==> src/rtl/rr_pkg.sv <==
// rr_pkg: shared state type and index-wrap helper for the round-robin burst scheduler
package rr_pkg;
  typedef enum logic {IDLE, OWN} rr_state_t;
  function automatic int wrap_inc(input int idx, input int n);
    return idx == n - 1 ? 0 : idx + 1;
  endfunction
endpackage

==> src/rtl/rr_burst_sched_if.sv <==
// rr_burst_sched_if: requester-bank / shared-resource handshake seen by the scheduler
interface rr_burst_sched_if #(
  parameter int REQCNT   = 5,
  parameter int REQWIDTH = $clog2(REQCNT),
  parameter int MAXBEATS = 8,
  parameter int BEATW    = $clog2(MAXBEATS)
);
  logic [REQCNT-1:0]   req_i;
  logic [REQCNT-1:0]   last_i;
  logic                beat_i;
  logic [REQCNT-1:0]   gnt_o;
  logic [REQWIDTH-1:0] gnt_num_o;
  logic                gnt_val_o;
  logic [BEATW-1:0]    beat_cnt_o;
  logic                rel_o;
  modport master (output req_i, last_i, beat_i, input gnt_o, gnt_num_o, gnt_val_o, beat_cnt_o, rel_o);
  modport slave  (input req_i, last_i, beat_i, output gnt_o, gnt_num_o, gnt_val_o, beat_cnt_o, rel_o);
endinterface

==> src/rtl/rr_pick.sv <==
// rr_pick: rotating-priority search returning the first request at or after ptr, with wrap
module rr_pick #(
  parameter int REQCNT   = 5,
  parameter int REQWIDTH = $clog2(REQCNT)
) (
  input  logic [REQCNT-1:0]   req,
  input  logic [REQWIDTH-1:0] ptr,
  output logic [REQWIDTH-1:0] winner,
  output logic                any
);
  function automatic int rot(input int p, input int i);
    return p + i >= REQCNT ? p + i - REQCNT : p + i;
  endfunction
  // scanned from the far end so the nearest set bit after ptr is written last
  always_comb begin
    winner = '0;
    any = |req;
    for (int i = REQCNT - 1; i >= 0; i--)
      if (req[REQWIDTH'(rot(int'(ptr), i))]) winner = REQWIDTH'(rot(int'(ptr), i));
  end
endmodule

==> src/rtl/rr_burst_sched.sv <==
// rr_burst_sched: round-robin grant of a shared resource for multi-beat tenures
module rr_burst_sched import rr_pkg::*; #(
  parameter int REQCNT   = 5,
  parameter int REQWIDTH = $clog2(REQCNT),
  parameter int MAXBEATS = 8,
  parameter int BEATW    = $clog2(MAXBEATS)
) (
  input logic clk_i,
  input logic rst_i,
  rr_burst_sched_if.slave bus
);
  rr_state_t state, state_n;
  logic [REQWIDTH-1:0] ptr, ptr_n, num, num_n, win;
  logic [REQCNT-1:0] gnt, gnt_n;
  logic [BEATW-1:0] cnt, cnt_n;
  logic val, val_n, rel, rel_n, any, start, done;
  rr_pick #(.REQCNT(REQCNT), .REQWIDTH(REQWIDTH)) u_pick (
    .req(bus.req_i), .ptr(ptr), .winner(win), .any(any)
  );
  always_ff @(posedge clk_i)
    if (rst_i) begin
      state <= IDLE;
      ptr <= '0;
      num <= '0;
      gnt <= '0;
      cnt <= '0;
      val <= 1'b0;
      rel <= 1'b0;
    end else begin
      state <= state_n;
      ptr <= ptr_n;
      num <= num_n;
      gnt <= gnt_n;
      cnt <= cnt_n;
      val <= val_n;
      rel <= rel_n;
    end
  // a beat coinciding with abandon still ends the tenure; it is simply not counted further
  always_comb begin
    start = state == IDLE && any;
    done = state == OWN && ((bus.beat_i && (bus.last_i[num] || cnt == BEATW'(MAXBEATS - 1))) || !bus.req_i[num]);
    state_n = state == IDLE ? (any ? OWN : IDLE) : (done ? IDLE : OWN);
  end
  always_comb begin
    gnt_n = start ? REQCNT'(1) << win : (done ? '0 : gnt);
    num_n = start ? win : num;
    cnt_n = start || done ? '0 : (state == OWN && bus.beat_i ? cnt + BEATW'(1) : cnt);
    val_n = start || (val && !done);
    rel_n = done;
    ptr_n = done ? REQWIDTH'(wrap_inc(int'(num), REQCNT)) : ptr;
  end
  assign bus.gnt_o = gnt;
  assign bus.gnt_num_o = num;
  assign bus.gnt_val_o = val;
  assign bus.beat_cnt_o = cnt;
  assign bus.rel_o = rel;
endmodule

==> src/flat_wrapper.sv <==
// flat-port wrapper written by rule: the top's interface ports become plain ports
module rr_burst_sched_flat import rr_pkg::*;
#(
  parameter int REQCNT   = 5,
  parameter int REQWIDTH = $clog2(REQCNT),
  parameter int MAXBEATS = 8,
  parameter int BEATW    = $clog2(MAXBEATS)
)
  (clk_i, rst_i, bus_req_i, bus_last_i, bus_beat_i, bus_gnt_o, bus_gnt_num_o, bus_gnt_val_o, bus_beat_cnt_o, bus_rel_o);
  rr_burst_sched_if #(.REQCNT(REQCNT), .REQWIDTH(REQWIDTH), .MAXBEATS(MAXBEATS), .BEATW(BEATW)) bus_i ();
  input logic clk_i;
  input logic rst_i;
  input wire logic [$bits(bus_i.req_i)-1:0] bus_req_i;
  input wire logic [$bits(bus_i.last_i)-1:0] bus_last_i;
  input wire logic [$bits(bus_i.beat_i)-1:0] bus_beat_i;
  output wire logic [$bits(bus_i.gnt_o)-1:0] bus_gnt_o;
  output wire logic [$bits(bus_i.gnt_num_o)-1:0] bus_gnt_num_o;
  output wire logic [$bits(bus_i.gnt_val_o)-1:0] bus_gnt_val_o;
  output wire logic [$bits(bus_i.beat_cnt_o)-1:0] bus_beat_cnt_o;
  output wire logic [$bits(bus_i.rel_o)-1:0] bus_rel_o;
  assign bus_i.req_i = bus_req_i;
  assign bus_i.last_i = bus_last_i;
  assign bus_i.beat_i = bus_beat_i;
  assign bus_gnt_o = bus_i.gnt_o;
  assign bus_gnt_num_o = bus_i.gnt_num_o;
  assign bus_gnt_val_o = bus_i.gnt_val_o;
  assign bus_beat_cnt_o = bus_i.beat_cnt_o;
  assign bus_rel_o = bus_i.rel_o;
  rr_burst_sched #(.REQCNT(REQCNT), .REQWIDTH(REQWIDTH), .MAXBEATS(MAXBEATS), .BEATW(BEATW)) u_core (.clk_i(clk_i), .rst_i(rst_i), .bus(bus_i));
endmodule
==> config.mk <==
export PLATFORM = sky130hd
export DESIGN_NAME = rr_burst_sched_flat
export DESIGN_NICKNAME = d
export VERILOG_FILES = /design/src/rtl/rr_pkg.sv /design/src/rtl/rr_burst_sched_if.sv /design/src/rtl/rr_pick.sv /design/src/rtl/rr_burst_sched.sv /design/src/flat_wrapper.sv
export SDC_FILE = /design/constraint.sdc
export NUM_CORES = 1
export LEC_CHECK = 0
export ABC_AREA = 0
export CAP_MARGIN = 10
export CORE_MARGIN = 5
export CORE_UTILIZATION = 56
export DETAILED_ROUTE_END_ITERATION = 16
export PLACE_DENSITY_LB_ADDON = 0.25
export SLEW_MARGIN = 20
export SYNTH_ARGS = -nofsm -noshare
export SYNTH_HDL_FRONTEND = slang
export SYNTH_SLANG_ARGS = --single-unit
==> constraint.sdc <==
create_clock -name clk_i -period 3.6 [get_ports clk_i]
set_clock_uncertainty 0.1 [all_clocks]
set_input_delay 0.36 -clock clk_i [delete_from_list [all_inputs] [get_ports clk_i]]
set_output_delay 0.36 -clock clk_i [all_outputs]
set_load 0.02 [all_outputs]
==> results.toml, run 1 <==
[route]
drtPass1Iterations = 4
vias = 2033
wl_per_cell_microns = 17.1
via_per_inst = 6.35
finalWirelength_microns = 5460
drt_iter0_drc = 218
antenna_left = 0
route.detailed.drc = 0

[worst_setup_path]
end_kind = "flop"
worstSetupStartpointType = "flop"
crit_chain = "inv_2, buf_4, ha_1, inv_1, fa_1, nand2b_1, o32ai_1, nand4bb_1, nand2_1, a211oi_1, o21ai_1, and3b_1, a32o_1"
rr_worst_depth = 13
r2r-end = "u_core.bus.gnt_o[0]$_SDFFE_PP0P_"
cp_slowest_cell = "fa_1"
rrSetupSlack_ns = 0.32
path_depth = 13
crit_path_end = "u_core.bus.gnt_o[0]$_SDFFE_PP0P_"
r2r_start = "u_core.ptr[0]$_SDFFE_PP0P_"
crit_type = "flop to flop"
startpoint = "u_core.ptr[0]$_SDFFE_PP0P_"
arrival_ns = 3.37
slowest_delay_ns = 0.50
cp_max_fo = 9
worst-path-buf-inv = 3
critPathTopFamily = "compound AO/OA/AOI/OAI gates"
cp.required_ns = 3.69

[sta]
setup_tns_ns = 0
rsz0062_at_grt = "no"
setup_viol = 0
maxSlewHeadroom_pct = 58.8
finalHoldViolCount = 0
drv_slew = 0
holdWs_ns = 0.371
worstMarginPinSlew_ns = 0.602
max_freq_mhz = 305
finalCriticalPeriod_ns = 3.28
period_share_pct = 91.1

[cts]
clock_sinks = 17
clockBufferDepth = 2
cts_made_buffers = 3
post_cts_buffers = 0
h-tree-depth = 1
clk_pin_slew_ns = 0.10
cts-root-buf = "clkbuf_4"
cts_hold_buffers = 0
cts_tree = "yes"
cts_resized = 0
clk_latency_ns = 0.29

[die]
fp.dieH_microns = 68.8
start_util_pct = 58.0
chipWidth_microns = 68.8
core-area_sq_um = 3340
io_pins = 26
row_count = 21
die-area_sq_um = 4730

[synth]
yosysMostFrequentCell = "nor2_1"
netlist_area_sq_um = 1930
ys_ff_latch = 17
synth_seq_area_share_pct = 17.6
yosysUniqueCellTypes = 68
netlist_instances = 249
synth-main-ff-cell = "dfxtp_1"
synth-edff-count = 0
yosysTopAreaCell = "dfxtp_1"
synth_common_cells = "nor2_1, dfxtp_1, nand2_1"
syn_nets = 276
syn-mean-instance-area_sq_um = 7.77
async_reset_ff_share_pct = 0
synth_area_leaders = "dfxtp_1, ha_1, nor2_1, mux2i_1, a21oi_1"
synth_top_area_share_pct = 17.6
yosys_warnings = 0

[placed_design]
port_buffers = 25
place_area_sq_um = 2260
globalplace.congestion = 0.958
dpl.hpwl_microns = 4310
dp.cells = 316

[pwr]
vdd_drop_max_v = 0.000363
switching_share_pct = 50.7
power_frac_comb_pct = 78.8
leakage_nw = 0.928
pwr-share-clk_pct = 5.7
power.switching_mw = 0.918
p_per_area_nw_per_um2 = 792
p_seq_share_pct = 15.6
p_int_mw = 0.893

[hold_path]
hold_class = "flop to flop"

[cells_and_area]
stdcell_count = 320
syn2layout_area_growth_pct = 18.2
layout-drive-gt1-share_pct = 10.6
final_area_sq_um = 2290
num-nets-final = 302
antenna_cells = 0

[flow_run]
cap_viol_max_count = 0

[global_routing]
grt_antenna_before_repair = 0
grt_use_total_pct = 25.3
first_global_vias = 1913
grt_pass1_wl_microns = 9180
gr-total-overflow = 0
grt_start_max_net_pins = 23

[outcome]
status = "completed"
==> area by class of cell <==
type	instances	area, sq um
Multi-Input combinational cell	203	1480
Fill cell	294	1050
Sequential cell	17	340
Timing Repair Buffer	36	333
Tap cell	46	57.6
Inverter	14	52.6
Clock buffer	4	26.3
==> worst min-delay path by stage <==
stage	start	end	slack (ns)	depth (start not counted)
final	u_core.bus.gnt_o[0]$_SDFFE_PP0P_	u_core.bus.gnt_o[0]$_SDFFE_PP0P_	0.37	1
after global routing	u_core.bus.gnt_o[4]$_SDFFE_PP0P_	u_core.bus.gnt_o[4]$_SDFFE_PP0P_	0.41	1
after CTS	u_core.bus.gnt_o[0]$_SDFFE_PP0P_	u_core.bus.gnt_o[0]$_SDFFE_PP0P_	0.38	1
after detailed placement	u_core.bus.gnt_o[0]$_SDFFE_PP0P_	u_core.bus.gnt_o[0]$_SDFFE_PP0P_	0.36	1
after global placement	u_core.bus.gnt_o[1]$_SDFFE_PP0P_	u_core.bus.gnt_o[1]$_SDFFE_PP0P_	0.35	1
after floorplan	bus_beat_i	u_core.bus.beat_cnt_o[1]$_SDFFE_PP0P_	0.43	2
==> registers in the layout, summed over array words and instances, names as in the netlist <==
signal	flops
u_core.bus.rel_o	1
u_core.state	1
u_core.ptr	3
u_core.bus.gnt_val_o	1
u_core.bus.gnt_o	5
u_core.bus.beat_cnt_o	3
u_core.bus.gnt_num_o	3
==> worst reg2reg max path, cell delays in order (launching register included) <==
cell,delay [ns]
dfxtp_1,0.35
inv_2,0.07
buf_4,0.19
ha_1,0.17
inv_1,0.05
fa_1,0.50
nand2b_1,0.21
o32ai_1,0.36
nand4bb_1,0.20
nand2_1,0.14
a211oi_1,0.24
o21ai_1,0.13
and3b_1,0.25
a32o_1,0.23
==> power by group through the flow <==
stage	logic [mW]	registers, mW	clock network (mW)
after global placement	1.37	0.285	0
after global routing	1.57	0.291	0.112
after CTS	1.40	0.281	0.104
after detailed placement	1.39	0.285	0
after floorplan	1.00	0.315	0
final	1.43	0.282	0.102
==> cells by family (layout without fill, tap and decap cells) <==
family / after synthesis / in the layout / share of synthesized area [%]
compound gates: 80 / 80 / 32.2
xor+xnor: 6 / 6 / 2.72
fa+ha+maj: 14 / 14 / 9.44
buf+inv: 29 / 54 / 6.02
flops: 17 / 17 / 17.6
mux: 15 / 15 / 8.60
simple gates: 88 / 88 / 23.4
==> through the flow <==
step | power (mW) | utilization (%) | worst slack (ns)
global placement | 1.65 | 67.8 | 0.470
CTS | 1.78 | 68.5 | 0.342
floorplan | 1.32 | - | 0.334
global route | 1.97 | 68.5 | 0.155
finish | 1.81 | 68.5 | 0.319
detailed placement | 1.68 | 67.8 | 0.370
==> cell usage in the layout (no fill, tap or decap), types with 4 or more instances in the layout <==
master | netlist | routed
nand2_1 | 16 | 16
mux2i_1 | 11 | 11
nor2_1 | 30 | 30
ha_1 | 13 | 13
a22o_1 | 5 | 5
a221oi_1 | 4 | 4
a21oi_1 | 15 | 15
nand2b_1 | 9 | 9
xnor2_1 | 4 | 4
buf_4 | 0 | 11
clkdlybuf4s50_1 | 0 | 25
a21o_1 | 4 | 4
inv_1 | 13 | 13
nor3_1 | 6 | 6
dfxtp_1 | 17 | 17
nor2b_1 | 6 | 6
a211oi_1 | 6 | 6
==> layer usage <==
layer,track usage (%),wire (microns),up-vias
met2,39.8,2500,98
li1,-,-,981
met3,5.35,521,4
met4,3.89,38,0
met1,36.0,2400,950
met5,0,0,-
(Power assumes the default switching activity.)
==> run 2: changes to the inputs <==
SETUP_SLACK_MARGIN = 0.1   (was not set)
==> results of run 2 <==
The final DEF is identical to that of run 1; final timing and power are the same.
==> run 3: changes to the inputs <==
CORE_MARGIN = 3   (was 5)
==> run 3 against run 2 <==
Net effect:
- count of clock-buffer cells in the layout is the same
- global-route usage grew 0.30 points
- fmax grew 1.3%
- die area shrank 11%
- register-to-register slack gained 0.04 ns
- non-clock buffer count shrank 3
- sequential power grew 2%
- critical path depth shrank 3
- critical path type unchanged
- largest power group unchanged
==> results.toml, run 3 (synthesized netlist as in run 1, its figures left out) <==
[cells_and_area]
final_common_cell = "nor2_1"
antenna_cells = 0
stdcell_count = 315
fill_cells = 259
largest_reg_flops = 5
syn2layout_area_growth_pct = 16.9
multi_input_area_sq_um = 1480
mostFrequentLayoutCells = "nor2_1, clkdlybuf4s50_1, dfxtp_1"
layout-drive-gt1-share_pct = 9.59
num-nets-final = 299
seqCellArea_sq_um = 340

[die]
die-area_sq_um = 4200
row_count = 20
start_util_pct = 60.9
chipWidth_microns = 64.8
core-area_sq_um = 3180
fp.dieH_microns = 64.8
io_pins = 26

[pwr]
vdd_drop_max_v = 0.000425
leakage_nw = 0.913
p_per_area_nw_per_um2 = 785

[sta]
finalHoldViolCount = 0
rsz0062_at_grt = "no"
period_share_pct = 90.0
max_freq_mhz = 309
setup_tns_ns = 0
setup_viol = 0
drv_slew = 0
finalCriticalPeriod_ns = 3.24
worstMarginPinSlew_ns = 0.649
maxSlewHeadroom_pct = 56.7

[outcome]
status = "completed"

[worst_setup_path]
cp.required_ns = 3.67
cp_slowest_cell = "a211oi_2"
worstSetupStartpointType = "flop"
arrival_ns = 3.31
crit_chain = "inv_2, ha_1, ha_1, a21oi_2, mux2_1, a211oi_2, a21oi_1, o2bb2ai_1, a211o_1, o311a_1"
r2r-end = "u_core.bus.gnt_num_o[1]$_SDFFE_PP0P_"
rrSetupSlack_ns = 0.36
crit_type = "flop to flop"
rr_worst_depth = 10
end_kind = "flop"
cp_max_fo = 10
critPathTopFamily = "compound AO/OA/AOI/OAI gates"
startpoint = "u_core.ptr[0]$_SDFFE_PP0P_"
cp_common_cell = "ha_1"
worst-path-buf-inv = 1
r2r_start = "u_core.ptr[0]$_SDFFE_PP0P_"
slowest_delay_ns = 0.40

[route]
wl_per_cell_microns = 16.4
drt_iter0_drc = 149
antenna_left = 0
drtPass1Iterations = 5
vias = 1979
route.detailed.drc = 0
via_per_inst = 6.28
finalWirelength_microns = 5180

[hold_path]
hold_depth = 1
hold_end = "u_core.bus.gnt_val_o$_SDFF_PP0_"
hold_class = "flop to flop"
hp-start = "u_core.bus.gnt_val_o$_SDFF_PP0_"

[placed_design]
dp.cells = 311
dpl.hpwl_microns = 3970
port_buffers = 25
globalplace.congestion = 0.932

[cts]
cts_tree = "yes"
cts_hold_buffers = 0
clk_latency_ns = 0.28
post_cts_buffers = 0
h-tree-depth = 1
cts_resized = 0
clk_pin_slew_ns = 0.10
cts-root-buf = "clkbuf_4"
clockBufferDepth = 2
cts_made_buffers = 3
clock_sinks = 17

[global_routing]
first_global_vias = 1800
grt_start_max_net_pins = 32
grt_pass1_wl_microns = 8730
grt_antenna_before_repair = 0
gr-total-overflow = 0
grt_use_total_pct = 25.6

[flow_run]
cap_viol_max_count = 0
run 3: changes by cell type in the layout (fill, tap and decap cells not counted):
cell	previous run	this run
buf_4	11	8
run 3: where the power goes:
part	internal, mW	leakage (nW)	switching, mW
sequential	0.234	0.139	0.0537
clock	0.0430	0.0150	0.0552
combinational	0.604	0.759	0.785
run 3: area by class of cell:
| class | instances | area share (%) |
|---|---|---|
| clock buffer | 4 | 1.16 |
| inverter | 14 | 2.32 |
| multi-input combinational | 203 | 65.3 |
| sequential | 17 | 15.0 |
| tap | 44 | 2.43 |
| timing repair buffer | 33 | 13.7 |
run 3: worst register-to-register path: cells and delay by family (launching register included):
kind | cells | cell delay [ns]
multiplexers | 1 | 0.35
adder cells (fa/ha/maj) | 2 | 0.66
flip-flops | 1 | 0.33
AO/OA/AOI/OAI | 6 | 1.49
buffers and inverters | 1 | 0.19
run 3: how the worst max path moves through the flow:
stage	endpoint	slack [ns]	depth (start not counted)
finish	u_core.bus.gnt_num_o[1]$_SDFFE_PP0P_	0.36	10
global placement	u_core.bus.gnt_num_o[1]$_SDFFE_PP0P_	0.45	10
global route	u_core.bus.gnt_o[1]$_SDFFE_PP0P_	0.14	12
CTS	u_core.bus.gnt_num_o[1]$_SDFFE_PP0P_	0.38	10
floorplan	u_core.bus.gnt_num_o[1]$_SDFFE_PP0P_	0.33	11
detailed placement	u_core.bus.gnt_num_o[1]$_SDFFE_PP0P_	0.38	10
run 3: metrics by stage:
stage | utilization [%] | cell area, sq um | hold WS [ns] | power (mW) | setup slack (ns)
floorplan | - | 1930 | 0.428 | 1.32 | 0.334
global placement | 70.4 | 2240 | 0.350 | 1.63 | 0.451
detailed placement | 70.4 | 2240 | 0.354 | 1.65 | 0.381
CTS | 71.2 | 2260 | 0.376 | 1.75 | 0.377
global route | 71.2 | 2260 | 0.405 | 1.93 | 0.142
finish | 71.2 | 2260 | 0.368 | 1.77 | 0.360
run 3: layer usage:
layer	vias to the layer above	track usage, %	share of wire [%]
met5	-	0	0
li1	976	-	-
met4	0	2.37	0
met2	84	39.5	44
met1	919	37.8	47
met3	0	5.20	8.6
